==> config.mk <==
export PLATFORM = sky130hd
export DESIGN_NAME = slot_timer_arbiter
export DESIGN_NICKNAME = d
export VERILOG_FILES = /design/src/rtl/slot_timer_pkg.sv /design/src/rtl/slot_timer_arbiter_rr_pick.sv /design/src/rtl/slot_timer_arbiter.sv
export SDC_FILE = /design/constraint.sdc
export NUM_CORES = 1
export LEC_CHECK = 0
export CAP_MARGIN = 40
export CORE_MARGIN = 3
export CORE_UTILIZATION = 46
export CTS_CLUSTER_DIAMETER = 30
export DETAILED_ROUTE_END_ITERATION = 7
export PLACE_DENSITY = 0.78
export SLEW_MARGIN = 5
export SYNTH_ARGS = -nofsm -noshare
export SYNTH_HDL_FRONTEND = slang
export SYNTH_SLANG_ARGS = --single-unit
export TNS_END_PERCENT = 1
==> constraint.sdc <==
create_clock -name clk -period 2 [get_ports clk]
set_input_delay 0.5 -clock clk [delete_from_list [all_inputs] [get_ports clk]]
set_output_delay 0.5 -clock clk [all_outputs]
set_load 0.01 [all_outputs]
==> src/rtl/slot_timer_pkg.sv <==
// Shared types and helpers for the round-robin slot timer arbiter.
package slot_timer_pkg;

  // Controller states: waiting for a request, counting a slot, one-cycle wrap-up.
  typedef enum logic [1:0] {
    IDLE = 2'd0,
    RUN  = 2'd1,
    DONE = 2'd2
  } state_e;

  localparam int CNT_W_DEFAULT   = 4;
  localparam int NUM_REQ_DEFAULT = 4;

  // Index of the set bit in a one-hot vector (0 when the vector is empty).
  function automatic int unsigned onehot_idx(input logic [31:0] vec);
    int unsigned idx;
    idx = 0;
    for (int i = 0; i < 32; i++) begin
      if (vec[i]) idx = unsigned'(i);
    end
    return idx;
  endfunction

endpackage

==> src/rtl/slot_timer_arbiter_rr_pick.sv <==
// Combinational round-robin picker: first set request at or after rr_ptr.
module rr_pick #(
  parameter int NUM_REQ = 4,
  parameter int PW      = (NUM_REQ > 1) ? $clog2(NUM_REQ) : 1
) (
  input  logic [NUM_REQ-1:0] req,
  input  logic [PW-1:0]      rr_ptr,
  output logic [NUM_REQ-1:0] pick,
  output logic               valid
);

  logic [NUM_REQ-1:0] rot;
  logic [NUM_REQ-1:0] rot_pick;

  // Circular index reduction; inputs stay below 2*NUM_REQ.
  function automatic logic [PW-1:0] wrap(input int unsigned a);
    return PW'(a % unsigned'(NUM_REQ));
  endfunction

  // Rotate so that rr_ptr lands on bit 0, then unrotate the winner back.
  for (genvar gi = 0; gi < NUM_REQ; gi++) begin : g_rot
    assign rot[gi]  = req[wrap(32'(gi) + 32'(rr_ptr))];
    assign pick[gi] = rot_pick[wrap(32'(gi) + 32'(NUM_REQ) - 32'(rr_ptr))];
  end

  // Isolate the lowest set bit of the rotated vector (priority encode).
  always_comb begin
    rot_pick = rot & (~rot + NUM_REQ'(1));
  end

  assign valid = |req;

endmodule

==> src/rtl/slot_timer_arbiter.sv <==
// Round-robin owner of one shared slot timer; counts each owner's slot
// length and reports completion or early abort with one-cycle pulses.
module slot_timer_arbiter
  import slot_timer_pkg::*;
#(
  parameter int NUM_REQ = NUM_REQ_DEFAULT,
  parameter int CNT_W   = CNT_W_DEFAULT
) (
  input  logic                     clk,
  input  logic                     rst,
  input  logic [NUM_REQ-1:0]       req,
  input  logic [NUM_REQ*CNT_W-1:0] req_len,
  output logic [NUM_REQ-1:0]       grant,
  output logic                     busy,
  output logic [CNT_W-1:0]         count,
  output logic [NUM_REQ-1:0]       done,
  output logic                     aborted
);

  localparam int PW = (NUM_REQ > 1) ? $clog2(NUM_REQ) : 1;

  state_e             state_reg, state_next;
  logic [PW-1:0]      owner_reg, owner_next;
  logic [PW-1:0]      rr_ptr_reg, rr_ptr_next;
  logic [CNT_W-1:0]   len_reg, len_next;
  logic [CNT_W-1:0]   count_reg, count_next;
  logic [NUM_REQ-1:0] grant_reg, grant_next;
  logic [NUM_REQ-1:0] done_reg, done_next;
  logic               busy_reg, busy_next;
  logic               aborted_reg, aborted_next;

  logic [NUM_REQ-1:0] pick;
  logic               pick_valid;
  logic [PW-1:0]      pick_idx;
  logic [PW-1:0]      ptr_after_owner;
  logic               owner_req;
  logic               at_end;
  logic [CNT_W-1:0]   lens [NUM_REQ];

  // Unpack the flat length bus into one entry per requester.
  for (genvar gi = 0; gi < NUM_REQ; gi++) begin : g_len
    assign lens[gi] = req_len[gi*CNT_W +: CNT_W];
  end

  rr_pick #(
    .NUM_REQ (NUM_REQ),
    .PW      (PW)
  ) u_rr_pick (
    .req    (req),
    .rr_ptr (rr_ptr_reg),
    .pick   (pick),
    .valid  (pick_valid)
  );

  assign pick_idx        = PW'(onehot_idx(32'(pick)));
  assign owner_req       = req[owner_reg];
  assign at_end          = (count_reg == len_reg);
  assign ptr_after_owner = (owner_reg == PW'(NUM_REQ - 1)) ? '0 : owner_reg + PW'(1);

  // State and registered outputs; reset clears everything including mid-slot.
  always_ff @(posedge clk) begin
    if (rst) begin
      state_reg   <= IDLE;
      owner_reg   <= '0;
      rr_ptr_reg  <= '0;
      len_reg     <= '0;
      count_reg   <= '0;
      grant_reg   <= '0;
      done_reg    <= '0;
      busy_reg    <= 1'b0;
      aborted_reg <= 1'b0;
    end else begin
      state_reg   <= state_next;
      owner_reg   <= owner_next;
      rr_ptr_reg  <= rr_ptr_next;
      len_reg     <= len_next;
      count_reg   <= count_next;
      grant_reg   <= grant_next;
      done_reg    <= done_next;
      busy_reg    <= busy_next;
      aborted_reg <= aborted_next;
    end
  end

  // Next-state: slot ends on owner drop or on reaching its length.
  always_comb begin
    state_next = state_reg;
    unique case (state_reg)
      IDLE:    if (pick_valid) state_next = RUN;
      RUN:     if (!owner_req || at_end) state_next = DONE;
      DONE:    state_next = IDLE;
      default: state_next = IDLE;
    endcase
  end

  // Next values of outputs and datapath; the abort test takes priority over
  // the length test, and count stops at len_reg so it never wraps.
  always_comb begin
    owner_next   = owner_reg;
    rr_ptr_next  = rr_ptr_reg;
    len_next     = len_reg;
    count_next   = '0;
    grant_next   = '0;
    done_next    = '0;
    aborted_next = 1'b0;
    unique case (state_reg)
      IDLE: begin
        if (pick_valid) begin
          grant_next = pick;
          owner_next = pick_idx;
          len_next   = lens[pick_idx];
        end
      end
      RUN: begin
        if (!owner_req) begin
          aborted_next = 1'b1;
          rr_ptr_next  = ptr_after_owner;
        end else if (at_end) begin
          done_next[owner_reg] = 1'b1;
          rr_ptr_next          = ptr_after_owner;
        end else begin
          grant_next = grant_reg;
          count_next = count_reg + CNT_W'(1);
        end
      end
      default: begin
      end
    endcase
    busy_next = |grant_next;
  end

  assign grant   = grant_reg;
  assign busy    = busy_reg;
  assign count   = count_reg;
  assign done    = done_reg;
  assign aborted = aborted_reg;

`ifdef FORMAL
  // Structural invariants on the registered outputs.
  always @(posedge clk) begin
    if (!rst) begin
      assert ($onehot0(grant_reg));
      assert (busy_reg == (grant_reg != '0));
      assert (!((done_reg != '0) && aborted_reg));
      assert (((done_reg == '0) && !aborted_reg) || (state_reg == DONE));
      assert ($onehot0(done_reg));
      cover ((done_reg != '0) && (len_reg == '1));
      cover (aborted_reg);
    end
  end

  // Every requester can complete a slot.
  for (genvar gi = 0; gi < NUM_REQ; gi++) begin : g_cov
    always @(posedge clk) begin
      if (!rst) cover (done_reg[gi]);
    end
  end
`endif

endmodule

==> impl_results.md <==
* GR Overflow Total at 0
* Relative slew slack at 0.7704
* Synth warn at 0
* Top_reg_cell synth: dfxtp_1
* Hold Path Sink: grant[0]$_SDFF_PP0_
* Residual DRC at 0
* Layout cells sized above 1 at 0.2000
* First-pass GRT wire length at roughly 5.5 mm
* RR Endpoint: rr_ptr_reg[0]$_SDFFE_PP0P_
* Fillers at about 170
* Vias in the first global route at 1204
* Row count at 17
* Clock power frac at 0.266
* Hold bufs inserted after CTS at 0
* CP arrival at 2.25 ns
* Final GP Congestion at between 1 and 1.5
* Area grow syn2layout at 48.39%
* Layout Skew at about 0.011 ns
* Ports at 36
* Via count at approximately 1.2k
* Static Leak at 0.0007629 uW
* CTS buffer count at 3
* H-tree depth at 1
* Worst setup margin at 0.03070 ns
* Setup_tns at 0 ns
* Hold Crit Class: register to register
* CP peak stage delay at roughly 0.53 ns
* Nets at roughly 210
* Period utilisation layout at 0.9847
* Dominant cell type by area after synthesis: dfxtp_1
* Worst-path cell chain: clkdlybuf4s50_1, mux4_2, o41a_4, nand2b_4, or3_1, a21oi_2
* Post CTS Setup Buffer Count at 0
* Measured slew at the worst slew-check pin at ~0.34 ns
* Placeable Area at between 2000 and 2500 um^2
* Post-Route WL at roughly 3.5 mm
* Util after Layout at 0.7658
* DR WL/cell at 16.38 um
* Worst endpoint required time at between 2 and 2.5 ns
* Placed Instances at 209
* Startpoint types: input port
* FF-to-FF path depth at 5
* Worst slack, placed at -0.3355 ns
* Clock sinks at 24
* First-pass detailed-route iteration total at 4
* Total power divided by cell area at ~760 nW/um^2
* Pins Over Slew Limit at 0
* Reg2reg start: owner_reg[0]$_SDFFE_PP0P_
* Slowest cell on crit path: mux4_2
* Hold Path Depth at 2
* PortBufs at 35
* Initial antenna violation count at 0
* Clock slew at reported path FFs at roughly 0.14 ns
* Area of the multi-input gates at a little over 700 um^2
* Post-CTS Resized at 1
* RSZ-0062 raised after global routing: false
* Worst skew pair latency at 0.33 ns
* Die area at about 3300 um^2
* Max clock buf depth at 2
* CP Capture Type: register
* Status: finished clean
* Synth top area share at 0.3979
* HPWL after detailed placement at 2.735 mm
* Sequential cell area at between 400 and 500 um^2
* Synthesized flop and latch total at 24
* Internal at between 900 and 1000 uW
* Yosys cell types at 41
* F_max at 507.8 MHz
* Crit Path Max Fanout at 4
* Net Switching at 402.3 uW
* Largest net degree at the start of global routing at 15
* Hold Path Origin: grant[0]$_SDFF_PP0_
* DRT iter0 DRCs at 44
* Post-Syn Area at roughly 1200 um^2
* Mapped Cells at approximately 130
* Sw Share at 0.2969
* Seq/Total Area, Yosys at 0.3979
* # diodes at 0
* Post-route ant nets at 0
* Critical setup path kind: input port to register
* Fin cells at 213
* Worst reg2reg setup slack at 0.11 ns
* Synthesized area per cell at around 9.2 um^2
* Tot GR Track Use at 0.2182
* Ys async rst share at 0
* Vias per inst at slightly below 6
* CTS tree: done
* Initial Utilization at 0.5160
* Post-synth EDFFs at 0
* Combinational power share at 0.317
* Syn_nets at between 150 and 200
* Die Y at between 50 and 60 um
* Max-cap viol count at 0
* Maximum vdd drop at ~0.00065 V
* Seq pwr share at 0.417
* Root buffer cell: clkbuf_4
* Setup violations, final at 0
* Top post-synthesis cells by area: dfxtp_1, ha_1, o22ai_1, nor2_1, xor2_1
* Die width at approximately 57 um
* Post-layout min period at about 2.0 ns
* Final Hold Viols at 0
## metal layers
metal	share of wire	wire, um	GRT usage	vias to the layer above
li1	-	-	-	589
met1	0.42	1467	0.2681	600
met2	0.51	1770	0.3899	51
met3	0.054	189	0.02941	8
met4	0.018	62	0.07285	0
met5	0	0	0	-
## worst max-delay path, delay by kind of cell
kind / cells / cell delay, ns
buffers and inverters: 1 / 0.46
AND/OR/NAND/NOR: 2 / 0.48
AO/OA/AOI/OAI: 2 / 0.28
multiplexers: 1 / 0.53
## worst max path at each step
| stage | to | slack (ns) | from | cells after the start |
|---|---|---|---|---|
| floorplan | rr_ptr_reg[0]$_SDFFE_PP0P_ | 0.13 | req[1] | 6 |
| global placement | rr_ptr_reg[0]$_SDFFE_PP0P_ | -0.26 | req[1] | 6 |
| detailed placement | rr_ptr_reg[0]$_SDFFE_PP0P_ | -0.34 | req[1] | 6 |
| CTS | rr_ptr_reg[0]$_SDFFE_PP0P_ | 0.01 | req[1] | 6 |
| global route | rr_ptr_reg[0]$_SDFFE_PP0P_ | 0.003 | req[3] | 6 |
| finish | rr_ptr_reg[0]$_SDFFE_PP0P_ | 0.03 | req[3] | 6 |
## power groups by stage
stage                     Sequential, uW  Combinational [uW]  Clock [uW]
final                                565                 430         360
after global routing                 569                 463         373
after CTS                            562                 414         355
after detailed placement             573                 411           0
after global placement               570                 394           0
after floorplan                      568                 212           0
## Yosys cell counts (all sizes together), types with 2 or more instances
master  number
a21oi        7
xor2         5
and3         2
nor2        15
and2         7
nor4         2
o21bai       4
dfxtp       24
a221oi       4
clkbuf       2
and2b        2
nand2       10
nor2b        3
inv          3
o21ai        3
ha           5
nand2b       4
a21boi       2
o22ai       10
## logic make-up after synthesis
group	share of synthesized area
muxes	0.02694
xor gates and xnor gates	0.04352
buffers and inverters	0.02487
and+or+nand+nor	0.2166
adders and majority gates	0.05181
DFF	0.3979
AOI/OAI and AO/OA	0.2384
## stage by stage
step,hold WS [ns],total power [uW],cell area [um^2]
floorplan,0.4783,779.7,1207
global placement,0.4580,963.9,1709
detailed placement,0.4648,983.7,1709
CTS,0.4852,1331,1764
global route,0.5097,1405,1792
finish,0.4736,1355,1792
## cell usage in the layout (no fill, tap or decap), types with 2 or more instances in the layout
master	instances
clkdlybuf4s50_1	33
dfxtp_1	24
buf_4	18
nor2_1	15
nand2_1	9
o22ai_1	9
a21oi_1	6
xor2_1	5
and2_1	5
ha_1	5
o21bai_1	4
inv_1	3
nand2b_1	3
o21ai_0	3
a221oi_1	3
clkbuf_4	3
nor2b_1	2
nor4_1	2
and3_2	2
and2_2	2
dlymetal6s2s_1	2
## area by class of cell
cell class | instances | area share
sequential | 24 | 0.2682
timing repair buffer | 53 | 0.2737
clock inverter | 1 | 0.01676
tap | 28 | 0.01955
multi-input combinational | 101 | 0.4029
clock buffer | 3 | 0.01257
inverter | 3 | 0.006285
No activity file was read; power rests on OpenSTA's default activity.
